[src/rtl/spreading_factors_pkg.sv]
// Spreading-factor codes and DCSK receive-side shared types.
// Chips per half-bit are derived from the SF code via sf_to_chips.
package spreading_factors_pkg;

   typedef enum logic [1:0] {
      SF2  = 2'd0,
      SF4  = 2'd1,
      SF8  = 2'd2,
      SF16 = 2'd3
   } sf_e;

   typedef enum logic [1:0] {
      ST_IDLE,
      ST_REF,
      ST_DATA,
      ST_DECIDE
   } demod_state_e;

   function automatic logic [4:0] sf_to_chips(input logic [1:0] sf);
      case (sf_e'(sf))
         SF2:     return 5'd2;
         SF4:     return 5'd4;
         SF8:     return 5'd8;
         default: return 5'd16;
      endcase
   endfunction

endpackage

[src/rtl/dcsk_demodulator_sipo.sv]
// Serial-in collector: shifts decided bits MSB-first into a WIDTH-bit word
// and raises a one-cycle full flag after the WIDTH-th bit.
module sipo #(
   parameter int unsigned WIDTH = 32
) (
   input  logic             i_clk,
   input  logic             i_arst_n,
   input  logic             clear,
   input  logic             shift,
   input  logic             data_in,
   output logic [WIDTH-1:0] word,
   output logic             full
);

   localparam int unsigned CW = $clog2(WIDTH + 1);

   logic [CW-1:0] count;

   always_ff @(posedge i_clk or negedge i_arst_n) begin
      if (!i_arst_n) begin
         word  <= '0;
         count <= '0;
         full  <= 1'b0;
      end else begin
         full <= 1'b0;
         if (clear) begin
            count <= '0;
         end else if (shift) begin
            word <= {word[WIDTH-2:0], data_in};
            if (count == CW'(WIDTH - 1)) begin
               count <= '0;
               full  <= 1'b1;
            end else begin
               count <= count + CW'(1);
            end
         end
      end
   end

endmodule

[src/rtl/dcsk_demodulator.sv]
// Serial DCSK receiver: reference-line correlation, majority decision per bit,
// word collection with valid/ready output. DCSK_DEMOD_SOFT_OUT_EN adds o_corr.
module dcsk_demodulator
   import spreading_factors_pkg::*;
#(
   parameter int unsigned MSG_WIDTH = 32
) (
   input  logic                 i_clk,
   input  logic                 i_arst_n,
   input  logic                 i_en,
   input  logic                 i_serial,
   input  logic [1:0]           i_spreading_factor,
   input  logic                 i_chip_idx_msb,
   output logic [MSG_WIDTH-1:0] o_msg,
   output logic                 o_msg_valid,
   input  logic                 i_msg_ready,
   output logic                 o_bit,
   output logic                 o_bit_valid,
   output logic                 o_sync_err,
`ifdef DCSK_DEMOD_SOFT_OUT_EN
   output logic [4:0]           o_corr,
`endif
   output logic                 o_overrun
);

   demod_state_e   state, state_nx;
   logic [15:0]    ref_line;
   logic           armed;
   logic [4:0]     n_chips;
   logic           tap;
   logic           agree_chip;
   logic [4:0]     agree, agree_nx;
   logic [4:0]     chip_cnt, chips_nx;
   logic [5:0]     twice_agree;
   logic           decide;
   logic           len_ok;
   logic           decided_bit;
   logic           emit;
   logic           sync_nx;
   logic [MSG_WIDTH-1:0] word;
   logic           word_full;

   assign n_chips    = sf_to_chips(i_spreading_factor);
   assign tap        = ref_line[4'(n_chips - 5'd1)];
   assign agree_chip = ~(i_serial ^ tap);

   always_ff @(posedge i_clk or negedge i_arst_n) begin
      if (!i_arst_n) begin
         ref_line <= '0;
         armed    <= 1'b1;
      end else begin
         ref_line <= {ref_line[14:0], i_serial};
         armed    <= i_chip_idx_msb;
      end
   end

   always_ff @(posedge i_clk or negedge i_arst_n) begin
      if (!i_arst_n) state <= ST_IDLE;
      else           state <= state_nx;
   end

   always_comb begin
      state_nx = state;
      if (!i_en) begin
         state_nx = ST_IDLE;
      end else begin
         case (state)
            ST_IDLE:   if (!i_chip_idx_msb && armed) state_nx = ST_REF;
            ST_REF:    if (i_chip_idx_msb) state_nx = ST_DATA;
            ST_DATA:   if (!i_chip_idx_msb) state_nx = ST_DECIDE;
            ST_DECIDE: state_nx = ST_REF;
            default:   state_nx = ST_IDLE;
         endcase
      end
   end

   // The decision is evaluated on the DATA->DECIDE transition so that the
   // registered bit outputs are visible during the DECIDE cycle itself.
   assign decide      = i_en && (state == ST_DATA) && !i_chip_idx_msb;
   assign len_ok      = (chip_cnt == n_chips);
   assign twice_agree = {agree, 1'b0};
   assign decided_bit = twice_agree > {1'b0, n_chips};
   assign emit        = decide && len_ok;

`ifdef DCSK_DEMOD_SOFT_OUT_EN
   logic tie;
   assign tie = (twice_agree == {1'b0, n_chips});
`endif

   always_comb begin
      agree_nx = agree;
      chips_nx = chip_cnt;
      case (state)
         ST_REF: begin
            agree_nx = i_chip_idx_msb ? {4'd0, agree_chip} : 5'd0;
            chips_nx = i_chip_idx_msb ? 5'd1 : 5'd0;
         end
         ST_DATA: begin
            if (i_chip_idx_msb) begin
               if (chip_cnt != 5'd31) chips_nx = chip_cnt + 5'd1;
               if (agree_chip && (agree != 5'd31)) agree_nx = agree + 5'd1;
            end
         end
         default: begin
            agree_nx = '0;
            chips_nx = '0;
         end
      endcase
      if (!i_en) begin
         agree_nx = '0;
         chips_nx = '0;
      end
`ifdef DCSK_DEMOD_SOFT_OUT_EN
      sync_nx = decide && (!len_ok || tie);
`else
      sync_nx = decide && !len_ok;
`endif
   end

   always_ff @(posedge i_clk or negedge i_arst_n) begin
      if (!i_arst_n) begin
         agree       <= '0;
         chip_cnt    <= '0;
         o_bit       <= 1'b0;
         o_bit_valid <= 1'b0;
         o_sync_err  <= 1'b0;
`ifdef DCSK_DEMOD_SOFT_OUT_EN
         o_corr      <= '0;
`endif
      end else begin
         agree       <= agree_nx;
         chip_cnt    <= chips_nx;
         o_bit_valid <= emit;
         o_sync_err  <= sync_nx;
         if (emit) begin
            o_bit <= decided_bit;
`ifdef DCSK_DEMOD_SOFT_OUT_EN
            o_corr <= agree;
`endif
         end
      end
   end

   sipo #(
      .WIDTH (MSG_WIDTH)
   ) u_sipo (
      .i_clk    (i_clk),
      .i_arst_n (i_arst_n),
      .clear    (!i_en),
      .shift    (emit),
      .data_in  (decided_bit),
      .word     (word),
      .full     (word_full)
   );

   always_ff @(posedge i_clk or negedge i_arst_n) begin
      if (!i_arst_n) begin
         o_msg       <= '0;
         o_msg_valid <= 1'b0;
         o_overrun   <= 1'b0;
      end else begin
         o_overrun <= 1'b0;
         if (word_full) begin
            if (o_msg_valid && !i_msg_ready) begin
               o_overrun <= 1'b1;
            end else begin
               o_msg       <= word;
               o_msg_valid <= 1'b1;
            end
         end else if (o_msg_valid && i_msg_ready) begin
            o_msg_valid <= 1'b0;
         end
      end
   end

endmodule
[config.mk]
export PLATFORM = sky130hd
export DESIGN_NAME = dcsk_demodulator
export DESIGN_NICKNAME = d
export VERILOG_FILES = /design/src/rtl/spreading_factors_pkg.sv /design/src/rtl/dcsk_demodulator_sipo.sv /design/src/rtl/dcsk_demodulator.sv
export SDC_FILE = /design/constraint.sdc
export NUM_CORES = 1
export LEC_CHECK = 0
export CAP_MARGIN = 20
export CORE_ASPECT_RATIO = 1.25
export CORE_MARGIN = 4
export CORE_UTILIZATION = 35
export DETAILED_ROUTE_END_ITERATION = 6
export GPL_ROUTABILITY_DRIVEN = 1
export GPL_TIMING_DRIVEN = 1
export SLEW_MARGIN = 20
export SYNTH_ARGS = -nofsm -noshare
export SYNTH_HDL_FRONTEND = slang
export SYNTH_HIERARCHICAL = 1
export SYNTH_SLANG_ARGS = --single-unit
[constraint.sdc]
create_clock -name i_clk -period 2.3 [get_ports i_clk]
set_input_delay 0.23 -clock i_clk [delete_from_list [all_inputs] [get_ports i_clk]]
set_output_delay 0.23 -clock i_clk [all_outputs]
set_load 0.05 [all_outputs]
==> summary.md, run 1 <==
| Metric | Value |
|---|---|
| IO Pins | 45 |
| HPWL after DPL | 5370 um |
| DRC Markers | 0 |
| Final setup violating endpoints | 0 |
| RSZ-0062 raised after global routing | no |
| MaxCap Viol Count | 0 |
| Root Buffer | clkbuf_16 |
| Crit Path Category | reg -> reg |
| Hold Path Sink | ref_line[12] |
| Fin. max-slew vios | 0 |
| Critical-path cell list | and2b_1, nor3b_1, a311oi_1, nand3_1, inv_1, nor2b_4, buf_12, mux2_2 |
| Initial antenna violation count | 0 |
| Sink Count | 105 |
| Number of global-route vias before repair | 2645 |
| Die area | 14500 um2 |
| Crit Reg-Reg Endpoint | u_sipo/word[17] |
| Status | complete, no violations |
| Crit path capture type | flop |
| Mean area per synthesized cell | 14.5 um2 |
| R2r setup slk | 0.19 ns |
| Hold depth | 0 |
| Setup_tns | 0 ns |
| Critical path arrival | 2.33 ns |
| Post-synthesis cell count | 306 |
| Fin crit period | ~2.1 ns |
| WL final | 7700 um |
| Hold crit path type | reg -> reg |
| Yosys top cell area share | 58.7% |
| Latest clock arrival within the worst-skew pair | 0.34 ns |
| Fillers | 1157 |
| Final instance area | 5390 um2 |
| GRT Overall Usage | a little under an eighth |
| Critical path buffer and inverter count | 2 |
| 1st-pass router iterations | 4 |
| Synth-to-Final Area Change | 21.7% |
| Largest net degree at the start of global routing | 43 |
| Nets | about 380 |
| Max Clock Freq | 475 MHz |
| Worst reg2reg startpoint | chip_cnt[2] |
| Hold WS | around 0.35 ns |
| Vias/cell | 4.74 |
| DP Area | 5100 um2 |
| Final Hold Fails | 0 |
| Top delay family on crit path | simple AND/OR/NAND/NOR gates |
| Worst hold start | ref_line[11] |
| First-iteration detailed-routing DRC count | 56 |
| Final core utilization | 43.9% |
| Crit-path max FO | 20 |
| Level count of the clock H-tree | 3 |
| Layout cells sized above 1 | 28.5% |
| Count of input and output buffers | 44 |
| Final worst slack | just under 0.2 ns |
| CTS buffer count | 9 |
| Routed len/inst | 14.5 um |
| CP Data Required Time | approximately 2.5 ns |
| Register area share after synthesis | slightly below 60% |
| Core area | between 10000 and 15000 um2 |
| Post-CTS setup buffers | 0 |
| Rows | 45 |
| CP Launch Type | flop |
| Largest cells by area after synthesis | dfrtp_1 59%, mux2_4 10%, mux2_2 9.4% |
| Register bit total from synthesis | 105 |
| Slowest CP cell | dfrtp_1 |
| ANT cells | 0 |
| CTS clk-pin slew, worst paths | around 0.070 ns |
| Max VDD drop | 317 uV |
| CTS tree | done |
| Synth Net Count | between 300 and 400 |
| Pre-CTS setup slack | -0.301 ns |
| Die Height | 134 um |
| Commonest non-fill, non-tap cells in the layout | 104 x dfrtp_1, 42 x clkdlybuf4s50_1, 37 x mux2_2, 30 x mux2_4 |
| First-pass GRT wire length | 13200 um |
| Grt ovf | 0 |
| Detailed-route via count | 2522 |
| Post-DRT Antenna Nets | 0 |
| Leakage power | 2.58 nW |
| Synth warn | 6 |
| Slew headroom | 63.4% |
| Cells on worst reg2reg path | 8 |
| Crit-path max cell delay | 0.45 ns |
| Count of cell types in the netlist | 44 |
| Tcrit/Tclk final | 91.6% |
| Worst slew pin tran | about 0.55 ns |
| Cell taking the most area after synthesis | dfrtp_1 |
| Routability-driven placement congestion ratio | 0.774 |
| Synthesized area | 4430 um2 |
| Starting Density | between 30% and 40% |
| Most common cell after layout, fill and taps aside | dfrtp_1 |
| Power Density | 682 nW/um2 |
| Die X | 109 um |
| Clock Skew | 0.00564 ns |
| Max clock buf depth | 2 |
## through the flow
step / instances / power, W
after floorplan: 306 / 0.00216
after global placement: 516 / 0.00227
after detailed placement: 516 / 0.00229
after CTS: 532 / 0.00374
after global routing: 532 / 0.00385
final: 532 / 0.00368
## worst max-delay path by stage
| stage | cells past startpoint | end | slack, ns | start |
|---|---|---|---|---|
| 6_report | 8 | u_sipo/word[17] | 0.19 | chip_cnt[2] |
| 5_1_grt | 9 | u_sipo/count[5] | 0.02 | chip_cnt[2] |
| 4_1_cts | 9 | u_sipo/word[17] | 0.06 | i_spreading_factor[1] |
| 3_5_place_dp | 9 | u_sipo/word[16] | -0.30 | i_spreading_factor[1] |
| 3_3_place_gp | 9 | u_sipo/word[17] | -0.25 | i_spreading_factor[1] |
| 2_1_floorplan | 12 | u_sipo/word[0] | 0.14 | state[0] |
## kinds of logic (layout without fill, tap and decap cells)
family / after synthesis / in the layout / share of synthesized area [%]
and+or+nand+nor: 63 / 63 / 7.99
muxes: 71 / 71 / 20.8
xor gates and xnor gates: 4 / 4 / 0.960
DFF: 105 / 105 / 59.3
buffers and inverters: 22 / 84 / 3.56
adders and majority gates: 11 / 11 / 3.11
AOI/OAI and AO/OA: 30 / 30 / 4.29
## cells in the mapped netlist, drive strengths merged
cell,count
buf,10
mux2i,3
a41o,1
and2,1
nand4,7
a21o,2
a22o,2
o22ai,2
and3,2
o21bai,1
a211oi,1
nand2b,5
clkbuf,3
mux4,1
a31o,1
ha,11
and2b,1
or3b,1
inv,9
nand3b,4
nor3,1
or2b,1
or3,2
nand2,11
nor3b,3
a2111o,1
nand3,8
dfstp,1
nor2,14
a31oi,1
o21ai,8
a311oi,1
xnor2,1
dfrtp,104
a21oi,9
mux2,67
nor2b,2
xor2,3
## final cells by class
cell class	count	area, um2	area share, %
Sequential cell	105	2630	48.7
Multi-Input combinational cell	179	1650	30.5
Timing Repair Buffer	60	601	11.1
Clock buffer	9	225	4.18
Tap cell	164	205	3.80
Clock inverter	6	53.8	0.997
Inverter	9	33.8	0.626
## flip-flops by register name, indices dropped and copies added, names as in the netlist
register      count
agree             5
armed             1
chip_cnt          5
o_bit             1
o_bit_valid       1
o_msg            32
o_msg_valid       1
o_overrun         1
o_sync_err        1
ref_line         16
state             2
u_sipo/count      6
u_sipo/full       1
u_sipo/word      32
## repair_timing
action	4_1_cts	5_1_grt
endpoints found under the hold margin	39	0
resized for setup	0	2
hold buffers	1	0
setup endpoints to repair	0	28
## report_power, final
group | switching [W] | internal (W)
logic | 0.000202 | 0.000132
registers | 0.0000293 | 0.00189
clock network | 0.000683 | 0.000745
## layer usage
layer	wire length, um	global-route usage, %	share of wire (%)	vias up
met5	0	0	0	-
met2	3760	17.8	49	43
met3	309	2.50	4.0	10
met1	3510	15.3	46	1277
li1	-	-	-	1192
met4	117	4.49	1.5	0
Power figures use the tool's default switching activity.
==> inputs of run 2 (changes only) <==
--- a/config.mk
+++ b/config.mk
@@ -5,7 +5,7 @@
 export SDC_FILE = /design/constraint.sdc
 export NUM_CORES = 1
 export LEC_CHECK = 0
-export CAP_MARGIN = 20
+export CAP_MARGIN = 30
 export CORE_ASPECT_RATIO = 1.25
 export CORE_MARGIN = 4
 export CORE_UTILIZATION = 35
==> results of run 2 <==
No change in the layout: final DEF, timing and power equal those of run 1.
